$ cat config.mk
export PLATFORM = sky130hd
export DESIGN_NAME = conv2_oc_sched_flat
export DESIGN_NICKNAME = d
export VERILOG_FILES = /design/src/rtl/lenet_pkg.sv /design/src/rtl/conv2_oc_sched_if.sv /design/src/rtl/conv2_oc_sched_timer.sv /design/src/rtl/conv2_oc_sched.sv /design/src/flat_wrapper.sv
export SDC_FILE = /design/constraint.sdc
export NUM_CORES = 1
export LEC_CHECK = 0
export BUFFER_PORTS_ARGS = -buffer_cell sky130_fd_sc_hd__buf_2
export CORE_ASPECT_RATIO = 1.2
export CORE_MARGIN = 3
export CORE_UTILIZATION = 51
export CTS_CLUSTER_SIZE = 20
export DETAILED_ROUTE_END_ITERATION = 10
export PLACE_DENSITY = 0.75
export SETUP_SLACK_MARGIN = 0.3
export SYNTH_ARGS = -nofsm -noshare
export SYNTH_HDL_FRONTEND = slang
export SYNTH_SLANG_ARGS = --single-unit
$ cat constraint.sdc
create_clock -name clk -period 2.6 [get_ports clk]
set_input_delay 0.39 -clock clk [delete_from_list [all_inputs] [get_ports clk]]
set_output_delay 0.39 -clock clk [all_outputs]
set_load 0.05 [all_outputs]
$ cat src/rtl/lenet_pkg.sv
// Shared LeNet definitions: conv2 geometry, scheduler state encoding and a
// constant-function clog2 usable in parameter expressions.
package lenet_pkg;

    localparam int CONV2_OUT_DIM   = 10;
    localparam int CONV2_MAP_WORDS = CONV2_OUT_DIM * CONV2_OUT_DIM;
    localparam int F4_BASE_W       = 11;

    typedef enum logic [5:0] {
        ST_IDLE   = 6'b000001,
        ST_LAUNCH = 6'b000010,
        ST_WAIT   = 6'b000100,
        ST_GAP    = 6'b001000,
        ST_FINISH = 6'b010000,
        ST_ERR    = 6'b100000
    } sched_state_e;

    function automatic int clog2(input int v);
        int r;
        r = 0;
        for (int i = 0; i < 31; i++) begin
            if ((1 << i) < v) r = i + 1;
        end
        return r;
    endfunction

endpackage

$ cat src/rtl/conv2_oc_sched_if.sv
// Handshake bundle between the layer sequencer / conv2 controller side (master)
// and the output-channel pass scheduler (slave).
interface conv2_oc_sched_if
    import lenet_pkg::*;
#(
    parameter int GRP_W = 2
) ();
    logic                 layer_start;
    logic                 abort;
    logic                 conv2_done;
    logic                 conv2_start;
    logic [GRP_W-1:0]     oc_grp;
    logic [GRP_W-1:0]     w3_bank;
    logic [F4_BASE_W-1:0] f4_base;
    logic                 busy;
    logic                 layer_done;
    logic                 err_timeout;
    logic                 err_unexp;

    modport master (
        output layer_start, abort, conv2_done,
        input  conv2_start, oc_grp, w3_bank, f4_base, busy, layer_done,
               err_timeout, err_unexp
    );

    modport slave (
        input  layer_start, abort, conv2_done,
        output conv2_start, oc_grp, w3_bank, f4_base, busy, layer_done,
               err_timeout, err_unexp
    );
endinterface

$ cat src/rtl/conv2_oc_sched_timer.sv
// Loadable saturating down-counter; one instance times both the inter-pass gap
// and the WAIT timeout since the two are never active together.
module sched_timer #(
    parameter int CNT_W = 12
) (
    input  logic             clk,
    input  logic             rst_n,
    input  logic             load,
    input  logic [CNT_W-1:0] load_val,
    input  logic             dec,
    output logic             zero
);
    logic [CNT_W-1:0] cnt_q, cnt_d;

    always_comb begin
        cnt_d = cnt_q;
        if (load)                   cnt_d = load_val;
        else if (dec && cnt_q != 0) cnt_d = cnt_q - 1'b1;
    end

    always_ff @(posedge clk or negedge rst_n) begin
        if (!rst_n) cnt_q <= '0;
        else        cnt_q <= cnt_d;
    end

    assign zero = (cnt_q == '0);
endmodule

$ cat src/rtl/conv2_oc_sched.sv
// Output-channel pass scheduler for conv2: launches NUM_OC/PAR_OC passes and
// holds the group index, weight bank and f4 write base stable across each pass.
module conv2_oc_sched
    import lenet_pkg::*;
#(
    parameter int NUM_OC  = 16,
    parameter int PAR_OC  = 4,
    parameter int F4_MAP  = CONV2_MAP_WORDS,
    parameter int GAP_CYC = 2,
    parameter int TIMEOUT = 4096
) (
    input  logic              clk,
    input  logic              rst_n,
    conv2_oc_sched_if.slave   bus
);
    localparam int NGRP       = NUM_OC / PAR_OC;
    localparam int GRP_W      = (clog2(NGRP) < 1) ? 1 : clog2(NGRP);
    localparam int CNT_W      = clog2((TIMEOUT > GAP_CYC) ? TIMEOUT : GAP_CYC);
    localparam int PASS_WORDS = PAR_OC * F4_MAP;
    localparam logic [GRP_W-1:0] LAST_GRP = GRP_W'(NGRP - 1);

    if (NUM_OC % PAR_OC != 0) begin : g_bad_par
        $error("conv2_oc_sched: NUM_OC must be a multiple of PAR_OC");
    end
    if (NUM_OC * F4_MAP > 2048) begin : g_bad_f4
        $error("conv2_oc_sched: f4 output does not fit the 11-bit base");
    end
    if (GAP_CYC < 1 || TIMEOUT < 16) begin : g_bad_tim
        $error("conv2_oc_sched: GAP_CYC must be >=1 and TIMEOUT >=16");
    end

    sched_state_e         state_q, state_d;
    logic [GRP_W-1:0]     oc_grp_q, oc_grp_d;
    logic [F4_BASE_W-1:0] f4_base_q, f4_base_d;
    logic                 conv2_start_q, conv2_start_d;
    logic                 busy_q, busy_d;
    logic                 layer_done_q, layer_done_d;
    logic                 err_timeout_q, err_timeout_d;
    logic                 err_unexp_q, err_unexp_d;

    logic             start_ok, grp_inc;
    logic             tmr_load, tmr_dec, tmr_zero;
    logic [CNT_W-1:0] tmr_val;

    sched_timer #(.CNT_W(CNT_W)) u_timer (
        .clk      (clk),
        .rst_n    (rst_n),
        .load     (tmr_load),
        .load_val (tmr_val),
        .dec      (tmr_dec),
        .zero     (tmr_zero)
    );

    always_comb begin
        state_d  = state_q;
        start_ok = 1'b0;
        grp_inc  = 1'b0;
        tmr_load = 1'b0;
        tmr_dec  = 1'b0;
        tmr_val  = '0;
        if (bus.abort) begin
            state_d = ST_IDLE;
        end else begin
            case (state_q)
                ST_IDLE: begin
                    if (bus.layer_start) begin
                        state_d  = ST_LAUNCH;
                        start_ok = 1'b1;
                    end
                end
                ST_LAUNCH: begin
                    state_d  = ST_WAIT;
                    tmr_load = 1'b1;
                    tmr_val  = CNT_W'(TIMEOUT - 1);
                end
                ST_WAIT: begin
                    // done is checked before the timeout so a coincident done still counts
                    if (bus.conv2_done) begin
                        if (oc_grp_q == LAST_GRP) begin
                            state_d = ST_FINISH;
                        end else begin
                            state_d  = ST_GAP;
                            tmr_load = 1'b1;
                            tmr_val  = CNT_W'(GAP_CYC - 1);
                        end
                    end else if (tmr_zero) begin
                        state_d = ST_ERR;
                    end else begin
                        tmr_dec = 1'b1;
                    end
                end
                ST_GAP: begin
                    if (tmr_zero) begin
                        state_d = ST_LAUNCH;
                        grp_inc = 1'b1;
                    end else begin
                        tmr_dec = 1'b1;
                    end
                end
                ST_FINISH: state_d = ST_IDLE;
                ST_ERR:    state_d = ST_IDLE;
                default:   state_d = ST_IDLE;
            endcase
        end
    end

    // Outputs are derived from the next state so every output is a flop.
    always_comb begin
        oc_grp_d = oc_grp_q;
        if (start_ok)     oc_grp_d = '0;
        else if (grp_inc) oc_grp_d = oc_grp_q + 1'b1;

        f4_base_d     = F4_BASE_W'(int'(oc_grp_d) * PASS_WORDS);
        conv2_start_d = (state_d == ST_LAUNCH);
        busy_d        = (state_d == ST_LAUNCH) || (state_d == ST_WAIT) || (state_d == ST_GAP);
        layer_done_d  = (state_d == ST_FINISH);

        err_timeout_d = err_timeout_q;
        if (start_ok)               err_timeout_d = 1'b0;
        else if (state_d == ST_ERR) err_timeout_d = 1'b1;

        err_unexp_d = err_unexp_q;
        if (start_ok) err_unexp_d = 1'b0;
        if (!bus.abort && bus.conv2_done && state_q != ST_WAIT) err_unexp_d = 1'b1;
    end

    always_ff @(posedge clk or negedge rst_n) begin
        if (!rst_n) begin
            state_q       <= ST_IDLE;
            oc_grp_q      <= '0;
            f4_base_q     <= '0;
            conv2_start_q <= 1'b0;
            busy_q        <= 1'b0;
            layer_done_q  <= 1'b0;
            err_timeout_q <= 1'b0;
            err_unexp_q   <= 1'b0;
        end else begin
            state_q       <= state_d;
            oc_grp_q      <= oc_grp_d;
            f4_base_q     <= f4_base_d;
            conv2_start_q <= conv2_start_d;
            busy_q        <= busy_d;
            layer_done_q  <= layer_done_d;
            err_timeout_q <= err_timeout_d;
            err_unexp_q   <= err_unexp_d;
        end
    end

    assign bus.conv2_start = conv2_start_q;
    assign bus.oc_grp      = oc_grp_q;
    assign bus.w3_bank     = oc_grp_q;
    assign bus.f4_base     = f4_base_q;
    assign bus.busy        = busy_q;
    assign bus.layer_done  = layer_done_q;
    assign bus.err_timeout = err_timeout_q;
    assign bus.err_unexp   = err_unexp_q;
endmodule
$ cat src/flat_wrapper.sv
// flat-port wrapper written by rule: the top's interface ports become plain ports
module conv2_oc_sched_flat import lenet_pkg::*;
#(
    parameter int NUM_OC  = 16,
    parameter int PAR_OC  = 4,
    parameter int F4_MAP  = CONV2_MAP_WORDS,
    parameter int GAP_CYC = 2,
    parameter int TIMEOUT = 4096
)
  (clk, rst_n, bus_layer_start, bus_abort, bus_conv2_done, bus_conv2_start, bus_oc_grp, bus_w3_bank, bus_f4_base, bus_busy, bus_layer_done, bus_err_timeout, bus_err_unexp);
  conv2_oc_sched_if bus_i ();
  input  logic clk;
  input  logic rst_n;
  input wire logic [$bits(bus_i.layer_start)-1:0] bus_layer_start;
  input wire logic [$bits(bus_i.abort)-1:0] bus_abort;
  input wire logic [$bits(bus_i.conv2_done)-1:0] bus_conv2_done;
  output wire logic [$bits(bus_i.conv2_start)-1:0] bus_conv2_start;
  output wire logic [$bits(bus_i.oc_grp)-1:0] bus_oc_grp;
  output wire logic [$bits(bus_i.w3_bank)-1:0] bus_w3_bank;
  output wire logic [$bits(bus_i.f4_base)-1:0] bus_f4_base;
  output wire logic [$bits(bus_i.busy)-1:0] bus_busy;
  output wire logic [$bits(bus_i.layer_done)-1:0] bus_layer_done;
  output wire logic [$bits(bus_i.err_timeout)-1:0] bus_err_timeout;
  output wire logic [$bits(bus_i.err_unexp)-1:0] bus_err_unexp;
  assign bus_i.layer_start = bus_layer_start;
  assign bus_i.abort = bus_abort;
  assign bus_i.conv2_done = bus_conv2_done;
  assign bus_conv2_start = bus_i.conv2_start;
  assign bus_oc_grp = bus_i.oc_grp;
  assign bus_w3_bank = bus_i.w3_bank;
  assign bus_f4_base = bus_i.f4_base;
  assign bus_busy = bus_i.busy;
  assign bus_layer_done = bus_i.layer_done;
  assign bus_err_timeout = bus_i.err_timeout;
  assign bus_err_unexp = bus_i.err_unexp;
  conv2_oc_sched #(.NUM_OC(NUM_OC), .PAR_OC(PAR_OC), .F4_MAP(F4_MAP), .GAP_CYC(GAP_CYC), .TIMEOUT(TIMEOUT)) u_core (.clk(clk), .rst_n(rst_n), .bus(bus_i));
endmodule
Word level (Yosys, flattened, before mapping). Index checks and enable logic that the tools add are counted.

Reduce and logical (&&, ||, !) cells: 11. Equality and inequality tests: 11. Multipliers: 1. Muxes and demuxes: 33. Add/subtract/negate cells: 2.

Operators by type and width (count): $mux 12 (4); $mux 6 (5); $pmux 12 s2 (1); $pmux 6 s4 (1); $mux 1 (17); $eq 6x2->1 const B (2); $eq 6x3->1 const B (2); $eq 6x4->1 const B (2); $logic_not 12->1 (1); $reduce_bool 12->1 (1); $sub 12x1->12 const B (1); $mul 2x5->7 const B (1); $eq 6x1->1 const B (1); $eq 6x5->1 const B (1); $eq 6x6->1 const B (1); $ne 6x3->1 const B (1); $reduce_bool 2->1 (3); $mux 5 (1); $mux 2 (2); $pmux 1 s2 (2); $logic_and 1x1->1 (3); $add 2x1->2 const B (1); $eq 2x2->1 const B (1); $logic_or 1x1->1 (2); $logic_not 1->1 (1).

Flip-flop bits (word level): 32. Input bits: 5. Word-level logic and storage cells: 67.

Longest topological paths before layout.
Word-level depth: 8. Mapped depth: 10.

Modules after synthesis. From an unflattened synthesis, not the netlist that was laid out.

Cells, all modules: 168. Area total of the unflattened synthesis: 1687.9 um^2.

By module, submodules not included: conv2_oc_sched (instances 1, seq. area each 401.6 um^2, cells an instance 79, area each 889.6 um^2); sched_timer (instances 1, seq. area each 300.3 um^2, cells an instance 89, area each 798.3 um^2).

Worst setup path after synthesis. Ideal clock, no wire load.

Path kind: register -> register. Start point: register u_core.u_timer.cnt_q[0]. End point: register u_core.f4_base_q[8] (netlist: u_core.bus.f4_base[8]). Data required time: 2.487 ns. Stages on the path, launching flop included: 11. Setup time: 0.113 ns. Path slack: -0.206 ns. Clock period less this slack: 2.806 ns. Data arrival time: 2.693 ns. Buffers on the path: 1. Path through: dfrtp_1 > inv_1 > ha_1 > or3b_4 > or4b_4 > buf_6 > nand2b_4 > or3b_4 > mux2_2 > ha_1 > inv_1.

Cells in the longest elaborated chain, start to end: 7.

Ends and longest elaborated chain: from (decl) (RTL line conv2_oc_sched_timer.sv:13) `logic [CNT_W-1:0] cnt_q, cnt_d;`; from (signal assigned) (RTL line conv2_oc_sched_timer.sv:23) `else cnt_q <= cnt_d;`; $logic_not 12->1 (RTL line conv2_oc_sched_timer.sv:26) `assign zero = (cnt_q == '0);`; $mux 1 (RTL line conv2_oc_sched.sv:93) `if (tmr_zero) begin`; $mux 1 (RTL line conv2_oc_sched.sv:64) `case (state_q)`; $mux 1 (RTL line conv2_oc_sched.sv:61) `if (bus.abort) begin`; $mux 2 (RTL line conv2_oc_sched.sv:111) `else if (grp_inc) oc_grp_d = oc_grp_q + 1'b1;`; $mux 2 (RTL line conv2_oc_sched.sv:110) `if (start_ok) oc_grp_d = '0;`; $mul 2x5->7 (RTL line conv2_oc_sched.sv:113) `f4_base_d = F4_BASE_W'(int'(oc_grp_d) * PASS_WORDS);`; named net u_core.f4_base_d[8] (RTL line conv2_oc_sched.sv:34) `logic [F4_BASE_W-1:0] f4_base_q, f4_base_d;`; to (signal assigned) (RTL line conv2_oc_sched.sv:140) `f4_base_q <= f4_base_d;`; to (decl) (RTL line conv2_oc_sched.sv:34).

The timed path passes the listed nets, and every way through them passes these cells. A chain may end at the register's enable or synchronous reset.

Worst setup path after layout. Ends and elaborated chain as after synthesis.

==> summary.md <==
| Metric | Value |
|---|---|
| I/O pins | `25` |
| Reg2reg setup slack | `-140 ps` |
| Nets | `211` |
| CTS tree | `yes` |
| Placed standard-cell area | `1870 sq um` |
| Die width | `58.2 microns` |
| Final Critical Period | `approximately 2700 ps` |
| Clk slew on worst S/H paths | `160 ps` |
| Antenna-violating nets left | `0` |
| Via/cell ratio | `6.22` |
| Routed Wire Length | `4.25 mm` |
| Status | `complete, but fails checks` |
| Slew @ Worst Pin | `653 ps` |
| CP required | `2860 ps` |
| Routability cong. | `0.897` |
| Gr ovfl total | `0` |
| Area share of the largest cell type after synthesis | `40.6%` |
| Root Buffer | `clkbuf_4` |
| EDFF count, synth | `0` |
| Ant. Diodes | `0` |
| Maximum number of pins on one net before global-route repair | `29` |
| Die area | `3990 sq um` |
| Worst hold path type | `input port to asynchronous set/reset pin` |
| Clock Skew | `14.7 ps` |
| Worst-case clock buffer depth | `2` |
| Synth Area per Inst | `10.5 sq um` |
| Post-synthesis sequential area ratio | `a little over two fifths` |
| Post-synthesis compound-gate area fraction | `between 20% and 30%` |
| Post-synthesis xor/xnor area fraction | `less than 1%` |
| Finished Cell Area | `2160 sq um` |
| Final WS setup | `-135 ps` |
| Synth unique cells | `51` |
| Pleak | `0.971 nW` |
| VDD IR-drop max | `0.465 mV` |
| DR pass1 iterations | `4` |
| WS Path Type | `register to register` |
| Initial core utilization | `between 50 and 60%` |
| Worst setup EP type | `register` |
| Total number of vias | `approximately 1500` |
| Dpl cells | `219` |
| Detail Placement HPWL | `2.76 mm` |
| Initial antenna violation count | `0` |
| Multi-input gate area | `940 sq um` |
| Clock Sinks | `28` |
| Post-Synth Adder-Cell Area | `about 3%` |
| R2r endpoint | `u_core.bus.f4_base[8]$_DFF_PN0_` |
| Register area | `704 sq um` |
| Fin cells | `~240` |
| Pwr/cell area | `534 nW/um^2` |
| Vias in the first global route | `around 1500` |
| Wire per inst | `between 15 and 20 microns` |
| Total Routing Usage GR | `22.2%` |
| Simple-gate share of the synthesized area | `18.6%` |
| Placeable Area | `between 3000 and 4000 sq um` |
| H-tree levels | `1` |
| Cts bufs inserted | `3` |
| DRC viols | `0` |
| CP Max Fanout | `2` |
| Die Height | `68.6 microns` |
| Synth async-reset ratio | `100%` |
| Mux share of post-synthesis cell area | `under 10%` |
| First-pass GRT wire length | `~7 mm` |
| Buffers on Ports | `19` |
| Starting DRC count in detailed routing | `80` |
| Area Overhead vs Synth | `30.0%` |
| Period utilization | `105%` |
| Synth top area cells | `dfrtp_1, a22o_1, buf_4` |
| # fillers | `213` |
| Number of synthesized register bits | `28` |
| Cells after Synth | `159` |
| Syn. warnings | `0` |
| Final setup viols | `13` |
| Cell Rows | `22` |
| Share of cells above drive strength 1 | `43.8%` |
| Post-synth top flop | `dfrtp_1` |
| Most area-hungry cell type in the Yosys netlist | `dfrtp_1` |
| Max-slew violation count | `0` |
| Failing checks | `setup timing` |
| Final hold viol count | `0` |
| Reg2reg path depth | `9` |
| Unrepaired setup endpoints after global routing | `yes` |
| Synthesized cell area | `approximately 1700 sq um` |
| CP startpoint kind | `register` |
| RR Startpoint | `u_core.u_timer.cnt_q[0]$_DFFE_PN0P_` |
| Fmax achieved | `0.366 GHz` |
| Setup TNS | `-1150 ps` |
| Largest family of logic cells by synthesized area | `compound AO/OA/AOI/OAI gates` |
| Later-pin clock latency in the skew report | `330 ps` |
| PnR Total Power | `roughly 1.2 mW` |
| Max-Cap Viols | `0` |
| Worst EP arrival | `2990 ps` |
| Max-slew headroom | `56.4%` |
synth_stat cells (2+ instances only):
master and number:
buf_4 10, a22o_1 10, or4_1 3, or3b_4 2
nor3_1 4, a21boi_0 2, buf_2 4, inv_1 8
o31ai_1 3, o311ai_0 3, nand3b_1 4, o211ai_1 9
a2111oi_2 2, a21oi_1 3, nor4_1 3, nor2_1 2
o21ai_0 7, nand2_1 6, nor4bb_1 2, o41ai_1 3
o221ai_1 3, o21a_1 3, ha_1 4, dfrtp_1 27
clkbuf_1 5, nand3_1 2
registers in the layout, indices dropped and copies added (netlist names):
register / count
u_core.bus.f4_base: 4
u_core.bus.err_unexp: 1
u_core.state_q: 6
u_core.bus.err_timeout: 1
u_core.bus.oc_grp: 1
u_core.bus.conv2_start: 1
u_core.u_timer.cnt_q: 12
u_core.bus.busy: 1
u_core.bus.layer_done: 1
logic make-up after synthesis:
family | Yosys count
AO/OA/AOI/OAI | 52
XOR/XNOR | 1
adder cells (fa/ha/maj) | 4
buffers and inverters | 28
flip-flops | 28
multiplexers | 3
other | 1
AND/OR/NAND/NOR | 42
critical path, cell delays in order (launching register included):
cell	delay, ps
dfrtp_1	420
inv_2	80
ha_4	130
or3b_4	380
or4b_4	530
nand2b_4	160
or3b_4	380
mux2_4	290
ha_4	260
inv_2	20
power by group:
part	switching, mW	internal (mW)
combinational	0.190	0.171
sequential	0.0285	0.478
clock	0.132	0.156
total	0.350	0.805
metrics by stage:
| step | hold WS [ps] | setup WS [ps] | utilization, % |
|---|---|---|---|
| 6_report | 39.4 | -135 | 70.2 |
| 3_3_place_gp | 419 | -42.7 | 60.5 |
| 3_5_place_dp | 435 | -155 | 60.5 |
| 2_1_floorplan | 94.4 | -206 | - |
| 5_1_grt | 70.8 | -170 | 70.2 |
| 4_1_cts | 56.2 | -118 | 67.5 |
routing by layer:
layer | GRT usage [%] | up-vias | part of all wire [%]
met2 | 40.8 | 69 | 54
met1 | 26.8 | 711 | 38
met4 | 7.54 | 0 | 2.4
met5 | 0 | - | 0
li1 | - | 681 | -
met3 | 2.61 | 12 | 5.6
worst max path at each step:
stage	from	end	slack [ps]	depth (start not counted)
after floorplan	u_core.u_timer.cnt_q[0]$_DFFE_PN0P_	u_core.bus.f4_base[8]$_DFF_PN0_	-210	10
after global placement	u_core.u_timer.cnt_q[0]$_DFFE_PN0P_	u_core.bus.f4_base[8]$_DFF_PN0_	-40	9
after detailed placement	u_core.u_timer.cnt_q[0]$_DFFE_PN0P_	u_core.bus.f4_base[8]$_DFF_PN0_	-150	9
after CTS	u_core.u_timer.cnt_q[0]$_DFFE_PN0P_	u_core.bus.f4_base[8]$_DFF_PN0_	-120	9
after global routing	u_core.u_timer.cnt_q[0]$_DFFE_PN0P_	u_core.bus.f4_base[8]$_DFF_PN0_	-170	9
final	u_core.u_timer.cnt_q[0]$_DFFE_PN0P_	u_core.bus.f4_base[8]$_DFF_PN0_	-140	9
cells in the final DEF, fill, tap and decap left out, drive strengths merged, types with 3 or more instances in the layout:
| master | n |
|---|---|
| o211ai | 9 |
| o311ai | 3 |
| buf | 54 |
| o31ai | 3 |
| nor3 | 5 |
| o21ai | 7 |
| a21oi | 3 |
| ha | 4 |
| o221ai | 3 |
| inv | 8 |
| nand3b | 4 |
| clkbuf | 3 |
| nor4 | 4 |
| a22o | 10 |
| conb | 5 |
| o41ai | 3 |
| o21a | 3 |
| or4 | 3 |
| dfrtp | 27 |
| nand2 | 6 |
area by class of cell:
class	count	share of cell area [%]
Clock inverter	1	1.39
Clock buffer	3	1.04
Multi-Input combinational cell	107	43.4
Sequential cell	28	32.5
Inverter	8	1.39
Tap cell	36	2.08
Timing Repair Buffer	54	18.2
what timing repair did:
| item | in CTS | in global routing |
|---|---|---|
| pin swaps | 6 | 10 |
| resized for setup | 22 | 10 |
| cloned | 1 | 0 |
| setup endpoints to repair | 20 | 20 |
| hold buffers | 0 | 0 |
| buffers inserted | 9 | 4 |
No activity file was read; power rests on OpenSTA's default activity.
